[src/rtl/hash_pkg.sv]
// hash_pkg: shared bucket encoding, insert state encoding and table-index codes
package hash_pkg;

    localparam logic [3:0] EMPTY_CODE = 4'd15;

    typedef enum logic [1:0] {
        IDLE,
        READ,
        WAIT,
        WRITE
    } state_t;

    typedef enum logic [1:0] {
        TBL_NONE = 2'd0,
        TBL_1    = 2'd1,
        TBL_2    = 2'd2,
        TBL_3    = 2'd3
    } tbl_t;

    // Highest-priority empty bucket: table 1, then 2, then 3
    function automatic tbl_t pick_tbl(input logic [3:0] d1, input logic [3:0] d2, input logic [3:0] d3);
        return d1 == EMPTY_CODE ? TBL_1 :
               d2 == EMPTY_CODE ? TBL_2 :
               d3 == EMPTY_CODE ? TBL_3 : TBL_NONE;
    endfunction

endpackage

[src/rtl/hash_rsp_capture.sv]
// hash_rsp_capture: holds one table's read response; first valid after a clear wins, repeats are ignored
module hash_rsp_capture (
    input  logic       Sys_clk,
    input  logic       Rst,
    input  logic       Clr,
    input  logic       En,
    input  logic       Rsp_wr,
    input  logic [3:0] Rsp_data,
    output logic       Flag_nxt,
    output logic [3:0] Data_nxt
);

    logic       flag;
    logic [3:0] data;
    logic       take;

    // Next-state views let the controller act in the same cycle the last response lands
    always_comb begin
        take     = En & Rsp_wr & ~flag;
        Flag_nxt = ~Clr & (flag | take);
        Data_nxt = take ? Rsp_data : data;
    end

    // Response register and captured flag
    always_ff @(posedge Sys_clk or posedge Rst) begin
        if (Rst) begin
            flag <= 1'b0;
            data <= 4'd0;
        end else begin
            flag <= Flag_nxt;
            data <= Data_nxt;
        end
    end

endmodule

[src/rtl/hash_insert_ctrl.sv]
// hash_insert_ctrl: three-way hash insert controller; define INSERT_TIMEOUT_EN to bound the response wait
module hash_insert_ctrl
    import hash_pkg::*;
#(
    parameter int ADDR_W  = 10,
    parameter int TIMEOUT = 16
) (
    input  logic              Sys_clk,
    input  logic              Rst,
    input  logic [ADDR_W-1:0] Insert_addr1,
    input  logic [ADDR_W-1:0] Insert_addr2,
    input  logic [ADDR_W-1:0] Insert_addr3,
    input  logic [3:0]        Insert_data,
    input  logic              Insert_wr,
    output logic              Insert_rdy,
    output logic [ADDR_W-1:0] Hash_raddr1,
    output logic [ADDR_W-1:0] Hash_raddr2,
    output logic [ADDR_W-1:0] Hash_raddr3,
    output logic              Hash_rd1,
    output logic              Hash_rd2,
    output logic              Hash_rd3,
    input  logic [3:0]        Hash_rdata1,
    input  logic [3:0]        Hash_rdata2,
    input  logic [3:0]        Hash_rdata3,
    input  logic              Hash_rdata1_wr,
    input  logic              Hash_rdata2_wr,
    input  logic              Hash_rdata3_wr,
    output logic [ADDR_W-1:0] Hash_waddr1,
    output logic [ADDR_W-1:0] Hash_waddr2,
    output logic [ADDR_W-1:0] Hash_waddr3,
    output logic [3:0]        Hash_wdata1,
    output logic [3:0]        Hash_wdata2,
    output logic [3:0]        Hash_wdata3,
    output logic              Hash_wr1,
    output logic              Hash_wr2,
    output logic              Hash_wr3,
    output logic              Insert_done_wr,
    output logic [1:0]        Insert_done_tbl,
    output logic              Insert_done_err
);

    state_t     state, state_nxt;
    tbl_t       sel, tbl_nxt;
    logic [3:0] data_r;
    logic [3:0] d1, d2, d3;
    logic       f1, f2, f3;
    logic       clr, en, acc, all_rsp, timeout;
    logic       rd_nxt, done_nxt, err_nxt;
    logic [2:0] wr_nxt;

    hash_rsp_capture u_rsp1 (
        .Sys_clk (Sys_clk),
        .Rst     (Rst),
        .Clr     (clr),
        .En      (en),
        .Rsp_wr  (Hash_rdata1_wr),
        .Rsp_data(Hash_rdata1),
        .Flag_nxt(f1),
        .Data_nxt(d1)
    );

    hash_rsp_capture u_rsp2 (
        .Sys_clk (Sys_clk),
        .Rst     (Rst),
        .Clr     (clr),
        .En      (en),
        .Rsp_wr  (Hash_rdata2_wr),
        .Rsp_data(Hash_rdata2),
        .Flag_nxt(f2),
        .Data_nxt(d2)
    );

    hash_rsp_capture u_rsp3 (
        .Sys_clk (Sys_clk),
        .Rst     (Rst),
        .Clr     (clr),
        .En      (en),
        .Rsp_wr  (Hash_rdata3_wr),
        .Rsp_data(Hash_rdata3),
        .Flag_nxt(f3),
        .Data_nxt(d3)
    );

`ifdef INSERT_TIMEOUT_EN
    localparam int CNT_W = $clog2(TIMEOUT + 1);

    logic [CNT_W-1:0] wait_cnt;

    assign timeout = wait_cnt == CNT_W'(TIMEOUT);

    // Saturating wait counter, restarted every time WAIT is entered
    always_ff @(posedge Sys_clk or posedge Rst) begin
        if (Rst)
            wait_cnt <= '0;
        else if (state != WAIT)
            wait_cnt <= '0;
        else if (!timeout)
            wait_cnt <= wait_cnt + 1'b1;
    end
`else
    assign timeout = 1'b0 & (TIMEOUT != 0);
`endif

    assign acc     = state == IDLE && Insert_wr;
    assign all_rsp = f1 & f2 & f3;
    assign sel     = pick_tbl(d1, d2, d3);

    // Next state plus the values every registered output takes on the next edge
    always_comb begin
        state_nxt = state;
        clr       = 1'b0;
        en        = 1'b0;
        rd_nxt    = 1'b0;
        wr_nxt    = 3'b000;
        done_nxt  = 1'b0;
        err_nxt   = 1'b0;
        tbl_nxt   = TBL_NONE;
        case (state)
            IDLE: if (Insert_wr) begin
                state_nxt = Insert_data == EMPTY_CODE ? WRITE : READ;
                rd_nxt    = Insert_data != EMPTY_CODE;
                done_nxt  = Insert_data == EMPTY_CODE;
                err_nxt   = Insert_data == EMPTY_CODE;
            end
            READ: begin
                clr       = 1'b1;
                state_nxt = WAIT;
            end
            WAIT: begin
                en = 1'b1;
                if (all_rsp) begin
                    state_nxt = WRITE;
                    done_nxt  = 1'b1;
                    tbl_nxt   = sel;
                    wr_nxt    = {sel == TBL_3, sel == TBL_2, sel == TBL_1};
                end else if (timeout) begin
                    state_nxt = WRITE;
                    done_nxt  = 1'b1;
                    err_nxt   = 1'b1;
                end
            end
            default: state_nxt = IDLE;
        endcase
    end

    // State and registered outputs; read addresses double as the request address registers
    always_ff @(posedge Sys_clk or posedge Rst) begin
        if (Rst) begin
            state           <= IDLE;
            Insert_rdy      <= 1'b1;
            data_r          <= 4'd0;
            Hash_raddr1     <= '0;
            Hash_raddr2     <= '0;
            Hash_raddr3     <= '0;
            Hash_rd1        <= 1'b0;
            Hash_rd2        <= 1'b0;
            Hash_rd3        <= 1'b0;
            Hash_waddr1     <= '0;
            Hash_waddr2     <= '0;
            Hash_waddr3     <= '0;
            Hash_wdata1     <= 4'd0;
            Hash_wdata2     <= 4'd0;
            Hash_wdata3     <= 4'd0;
            Hash_wr1        <= 1'b0;
            Hash_wr2        <= 1'b0;
            Hash_wr3        <= 1'b0;
            Insert_done_wr  <= 1'b0;
            Insert_done_tbl <= 2'd0;
            Insert_done_err <= 1'b0;
        end else begin
            state           <= state_nxt;
            Insert_rdy      <= state_nxt == IDLE;
            Hash_rd1        <= rd_nxt;
            Hash_rd2        <= rd_nxt;
            Hash_rd3        <= rd_nxt;
            Hash_wr1        <= wr_nxt[0];
            Hash_wr2        <= wr_nxt[1];
            Hash_wr3        <= wr_nxt[2];
            Insert_done_wr  <= done_nxt;
            Insert_done_tbl <= tbl_nxt;
            Insert_done_err <= err_nxt;
            if (acc) begin
                Hash_raddr1 <= Insert_addr1;
                Hash_raddr2 <= Insert_addr2;
                Hash_raddr3 <= Insert_addr3;
                data_r      <= Insert_data;
            end
            if (done_nxt) begin
                Hash_waddr1 <= Hash_raddr1;
                Hash_waddr2 <= Hash_raddr2;
                Hash_waddr3 <= Hash_raddr3;
                Hash_wdata1 <= data_r;
                Hash_wdata2 <= data_r;
                Hash_wdata3 <= data_r;
            end
        end
    end

endmodule
[config.mk]
export PLATFORM = sky130hd
export DESIGN_NAME = hash_insert_ctrl
export DESIGN_NICKNAME = d
export VERILOG_FILES = /design/src/rtl/hash_pkg.sv /design/src/rtl/hash_rsp_capture.sv /design/src/rtl/hash_insert_ctrl.sv
export SDC_FILE = /design/constraint.sdc
export NUM_CORES = 1
export LEC_CHECK = 0
export BUFFER_PORTS_ARGS = -buffer_cell sky130_fd_sc_hd__buf_2
export CAP_MARGIN = 20
export CORE_ASPECT_RATIO = 0.6
export CORE_MARGIN = 2
export CORE_UTILIZATION = 50
export DETAILED_ROUTE_END_ITERATION = 16
export PLACE_DENSITY = 0.81
export SYNTH_ARGS = -nofsm -noshare
export SYNTH_HDL_FRONTEND = slang
export SYNTH_HIERARCHICAL = 1
export SYNTH_SLANG_ARGS = --single-unit
[constraint.sdc]
create_clock -name Sys_clk -period 4.3 [get_ports Sys_clk]
set_input_delay 0.215 -clock Sys_clk [delete_from_list [all_inputs] [get_ports Sys_clk]]
set_output_delay 0.215 -clock Sys_clk [all_outputs]
set_load 0.01 [all_outputs]
==> Word-level counts from Yosys, hierarchy flattened <==
Cells that the tools add are included.
{ "op_classes": {"eq_ne": 10, "mux": 22, "bitwise": 18, "reduce_logical": 3} }
{ "op_table": {"columns": ["op", "count"], "rows": [
  ["4-bit == test (second input constant)", 4],
  ["2-bit two-way mux", 8],
  ["4-bit two-way mux", 3],
  ["1-bit bitwise AND", 11],
  ["1-bit two-way mux", 7],
  ["2-bit == test (second input constant)", 3],
  ["3-bit two-way mux", 2],
  ["2-bit case mux with 3 select lines", 1],
  ["2-bit by 1-bit == test with 1-bit output (second input constant)", 2],
  ["2-bit zero test", 2],
  ["4-bit inequality test (second input constant)", 1],
  ["1-bit NOT", 4],
  ["1-bit bitwise OR", 3],
  ["1-bit case mux with 2 select lines", 1],
  ["1-bit logical AND", 1]
]} }
{ "word_totals": {"ff_bits": 94, "in_bits": 52, "out_inout_bits": 83, "wordCells": 76} }

==> Logic depth before layout (Yosys ltp) <==
{ "logic_depth": {"ltp_word": 12, "ltp_mapped": 8} }

==> Modules after synthesis <==
Netlist, hierarchy kept.
{ "modules_own_cells": {"columns": ["mod", "n_inst", "cells_per_inst", "area_each_um2", "seq_area_each_um2"], "rows": [
  ["hash_insert_ctrl", 1, 195, 3081.7, 1978.1],
  ["hash_rsp_capture", 3, 13, 217.7, 125.1]
]} }

==> Least setup slack after synthesis <==
OpenSTA, ideal clock, no wires.
{ "synth_path": {"path_kind": "register to register", "start": "register state[0]", "end": "register Hash_waddr1[0]", "arrival_ns": 2.008, "required_time_ns": 4.175, "path_slack_ns": 2.168, "path_stages_with_launch": 9, "n_path_buf": 1, "period_less_slack_ns": 2.132, "path_cell_list": "dfrtp_1 -> inv_1 -> ha_1 -> a21oi_1 -> nor2_1 -> nand4_1 -> o21ai_4 -> buf_6 -> mux2_2"} }
{ "synth_via": {"elab_cells_between_ends": 22, "classes_between": "eq/ne (2); mux (4); bitwise (15); reduce/logical (1)"} }
{ "synth_lines": {"columns": ["item", "line_no", "rtl"], "rows": [
  ["from (decl)", "hash_insert_ctrl.sv:42", "state_t state, state_nxt;"],
  ["from (signal assigned)", "hash_insert_ctrl.sv:171", "state <= state_nxt;"],
  ["2-bit == test", "hash_insert_ctrl.sv:118", "case (state)"],
  ["1-bit two-way mux", "hash_insert_ctrl.sv:118", null],
  ["net en", "hash_insert_ctrl.sv:47", "logic clr, en, acc, all_rsp, timeout;"],
  ["1-bit bitwise AND (2 in a row)", "hash_rsp_capture.sv:19", "take = En & Rsp_wr & ~flag;"],
  ["1-bit bitwise OR", "hash_rsp_capture.sv:20", "Flag_nxt = ~Clr & (flag | take);"],
  ["1-bit bitwise AND", "hash_rsp_capture.sv:20", null],
  ["net f3", "hash_insert_ctrl.sv:46", "logic f1, f2, f3;"],
  ["1-bit bitwise AND", "hash_insert_ctrl.sv:105", "assign all_rsp = f1 & f2 & f3;"],
  ["1-bit two-way mux", "hash_insert_ctrl.sv:131", "if (all_rsp) begin"],
  ["1-bit case mux with 2 select lines", "hash_insert_ctrl.sv:118", null],
  ["to (signal assigned)", "hash_insert_ctrl.sv:189", "Hash_waddr1 <= Hash_raddr1;"],
  ["to (decl)", "hash_insert_ctrl.sv:28", "output logic [ADDR_W-1:0] Hash_waddr1,"]
]} }
The timed path passes the listed nets, and every way through them passes these cells.
A chain may end at the register's enable or synchronous reset.

==> Worst setup path in the final report <==
{ "layout_path": {"start": "register state[0]", "end": "register Hash_wdata3[3]"} }
{ "layout_via": {"elab_chain_len": 10, "elab_cells_between_ends": 22, "classes_between": "eq/ne (2); mux (4); bitwise (15); reduce/logical (1)"} }
{ "layout_rtl": {"columns": ["item", "line_no", "rtl"], "rows": [
  ["2-bit == test", "hash_insert_ctrl.sv:118", null],
  ["1-bit two-way mux", "hash_insert_ctrl.sv:118", null],
  ["1-bit bitwise AND (2 in a row)", "hash_rsp_capture.sv:19", null],
  ["1-bit bitwise OR", "hash_rsp_capture.sv:20", null],
  ["1-bit bitwise AND", "hash_rsp_capture.sv:20", null],
  ["1-bit bitwise AND (2 in a row)", "hash_insert_ctrl.sv:105", null],
  ["1-bit two-way mux", "hash_insert_ctrl.sv:131", null],
  ["1-bit case mux with 2 select lines *", "hash_insert_ctrl.sv:118", null],
  ["to (signal assigned)", "hash_insert_ctrl.sv:194", "Hash_wdata3 <= data_r;"],
  ["to (decl)", "hash_insert_ctrl.sv:33", "output logic [3:0] Hash_wdata3,"]
]} }
Mark *: on every way between the ends. The rest lies on a longest branch, timed or not.

==> reports/metrics.csv <==
stage,metric,value,unit
min_path,hold_depth,2,
drt,wl_met2,3320,um
timing,worst_clock_skew,7.89,ps
yosys,synth-seq-area-share,63.0,%
worst_setup_path,reg2reg_slack,1320,ps
final_layout,instances_no_fill,475,
worst_setup_path,slowest_stage,o21ai_4,
clock_tree,cts_tree,done,
final_layout,multi_input_area,0.00123,mm2
floorplan,io-pin-count,135,
final_layout,fin_nets,422,
worst_setup_path,cp-end-kind,register,
yosys,synth.distinct_cells,23,
status,status,completed,
timing,setup_tns,0,ps
yosys,synth.avg_cell_area,16.0,um2
power,max-vdd-ir-drop,0.000343,V
worst_setup_path,reg2reg_from,state[0],
worst_setup_path,r2r_cells,6,
grt,grt_max_degree,42,
place,dp_slack,1250,ps
floorplan,start_util,51.6,%
final_layout,area_delta_synth_final,27.2,%
yosys,synthesis.area,0.00373,mm2
yosys,synth_cells,234,
floorplan,die_y,70.9,um
clock_tree,cts_resized,0,
job,maxCapViolCount,0,
worst_setup_path,crit_fanout,37,
drt,vias,2323,
clock_tree,numClockSinks,94,
final_layout,final_cell_mix,"134 x buf_2, 93 x dfrtp_1, 67 x mux2_2, 12 x mux2_4, 9 x clkbuf_16",
power,p_per_area,781,mW/mm2
clock_tree,cts_setup_buffers,0,
power,p_leak,2.43,nW
min_path,min_delay_worst_endpoint,Hash_raddr1[3],
grt,grt_overflow_total,0,
worst_setup_path,required,4520,ps
timing,max-slew-margin-rel,39.2,%
place,io_buffers,134,
timing,finalHoldViolCount,0,
yosys,synth_edf_count,0,
drt,drt_iter0_drc,114,
timing,finalSetupViolCount,0,
clock_tree,hold_buffers,1,
power,finalPower,3.71,mW
drt,routed.top_layer,met4,
min_path,hold_path_class,input port to register,
grt,antenna_found_initial,0,
clock_tree,clk_pin_slew_worst_paths,60,ps
final_layout,regArea,0.00235,mm2
grt,grt_pass1_vias,2379,
timing,rsz0062_at_grt,false,
grt,grt_pass1_wl,11800,um
yosys,async_flop_share,100,%
drt,routedWlPerCell,15.3,um
final_layout,n_antenna_cell,0,
timing,drv_slew,0,
yosys,synth_fp_nets,290,
final_layout,final_common_cell,buf_2,
floorplan,core_area,0.00724,mm2
place,dp_hpwl,5320,um
floorplan,num_rows,24,
drt,ant_nets,0,
place,dp.cells,458,
timing,period_needed,2980,ps
clock_tree,clk_latency,330,ps
grt,grtUsageTotal,19.2,%
timing,worst_slack,1320,ps
final_layout,drive_above_1_share,63.9,%
floorplan,die_w,116,um
worst_setup_path,cp_top_family,compound AO/OA/AOI/OAI gates,
drt,first_pass_iters,4,
final_layout,nFillCells,547,
clock_tree,htree_num_levels,3,
floorplan,dieArea,0.00820,mm2
worst_setup_path,path_buf_inv,2,
worst_setup_path,path_cells,inv_1 > ha_1 > nand2_2 > o21ai_4 > buf_4 > mux2_2,
drt,route.detailed.drc,0,
timing,worst_pin_slew,909,ps
worst_setup_path,path_class,register to register,
yosys,yosys_warnings,6,
drt,wl_met1,3280,um
worst_setup_path,crit_path_max_incr_delay,880,ps
worst_setup_path,startpoint_type,register,
drt,wl_met3,601,um
yosys,synth_seq_cells,94,
timing,final.period_utilization,69.2,%
min_path,worstHoldStart,Insert_addr1[3],
yosys,synth_ff_type,dfrtp_1,
drt,avgViaCountPerCell,4.89,
place,gp_congestion,0.749,
final_layout,final_util,65.6,%
drt,drt-total-wl,7280,um
timing,fmax,336,MHz
worst_setup_path,timing.rr.end,Hash_wdata3[3],
clock_tree,numCtsBuffers,9,
clock_tree,cts_buffer_depth,2,
clock_tree,cts_root_buffer,clkbuf_16,
worst_setup_path,crit_arrival,3200,ps
per-layer routing:
metal | GRT usage [%] | vias up
li1 | - | 1081
met1 | 25.3 | 1140
met2 | 29.1 | 93
met3 | 8.05 | 9
met4 | 6.16 | 0
met5 | 0 | -
sequential cells by signal, indices dropped and copies added, names as in the netlist, 2 cells and up:
register and count:
Hash_raddr1 10, Hash_raddr2 10, Hash_raddr3 10, Hash_waddr1 10
Hash_waddr2 10, Hash_waddr3 10, Hash_wdata3 4, Insert_done_tbl 2
data_r 4, state 2, u_rsp1/data 4, u_rsp2/data 4
u_rsp3/data 4
how the worst max path moves through the flow:
stage          slack (ps)  startpoint             end  depth (start not counted)
2_1_floorplan        2060         Rst  Hash_raddr1[0]                          1
3_3_place_gp         1410    state[1]  Hash_waddr1[6]                          6
3_5_place_dp         1250    state[1]  Hash_waddr1[7]                          6
4_1_cts              1210    state[1]  Hash_wdata3[3]                          6
5_1_grt              1030    state[1]  Hash_waddr1[4]                          6
6_report             1320    state[0]  Hash_wdata3[3]                          6
synthesized netlist by cell type, types with 2 or more instances:
cell type | n | area [um2]
o21ai_0 | 2 | 10.0
mux2_2 | 67 | 754
nand2b_1 | 2 | 12.5
buf_6 | 3 | 33.8
buf_2 | 3 | 15.0
nand3b_4 | 3 | 60.1
a31oi_1 | 2 | 12.5
ha_1 | 4 | 50.1
mux2_4 | 12 | 180
dfrtp_1 | 93 | 2330
nor2_1 | 7 | 26.3
inv_1 | 8 | 30.0
nand4_1 | 5 | 31.3
a21oi_1 | 5 | 25.0
buf_4 | 10 | 75.1
report_power, final:
group	internal (mW)	total (mW)	switching [mW]	leakage, nW
Sequential	1.31	1.56	0.250	1.14
Clock	0.484	0.798	0.314	0.149
Combinational	0.729	1.36	0.628	1.14
Total	2.52	3.71	1.19	2.43
worst reg2reg max path, delay by kind of cell (launching register included):
family	cells	cell delay (ps)
AO/OA/AOI/OAI	1	880
adder cells (fa/ha/maj)	1	240
buffers and inverters	2	430
flip-flops	1	410
multiplexers	1	350
AND/OR/NAND/NOR	1	550
final cells by class:
cell class / count / area share [%]
Sequential cell: 94 / 49.6
Multi-Input combinational cell: 116 / 25.8
Timing Repair Buffer: 137 / 14.6
Clock buffer: 12 / 5.40
Tap cell: 104 / 2.74
Clock inverter: 4 / 1.16
Inverter: 8 / 0.659
through the flow:
step / hold WS (ps) / instance area [um2]
after floorplan: -6.48 / 3730
after global placement: 154 / 4430
after detailed placement: 166 / 4430
after CTS: 96.6 / 4750
after global routing: 94.1 / 4750
final: 107 / 4750
logic make-up after synthesis:
| family | Yosys count | synth area share (%) |
|---|---|---|
| adder cells (fa/ha/maj) | 4 | 1.34 |
| buffers and inverters | 24 | 4.12 |
| AND/OR/NAND/NOR | 21 | 4.22 |
| AO/OA/AOI/OAI | 11 | 1.98 |
| flip-flops | 94 | 63.0 |
| multiplexers | 80 | 25.3 |
Power figures use the tool's default switching activity.
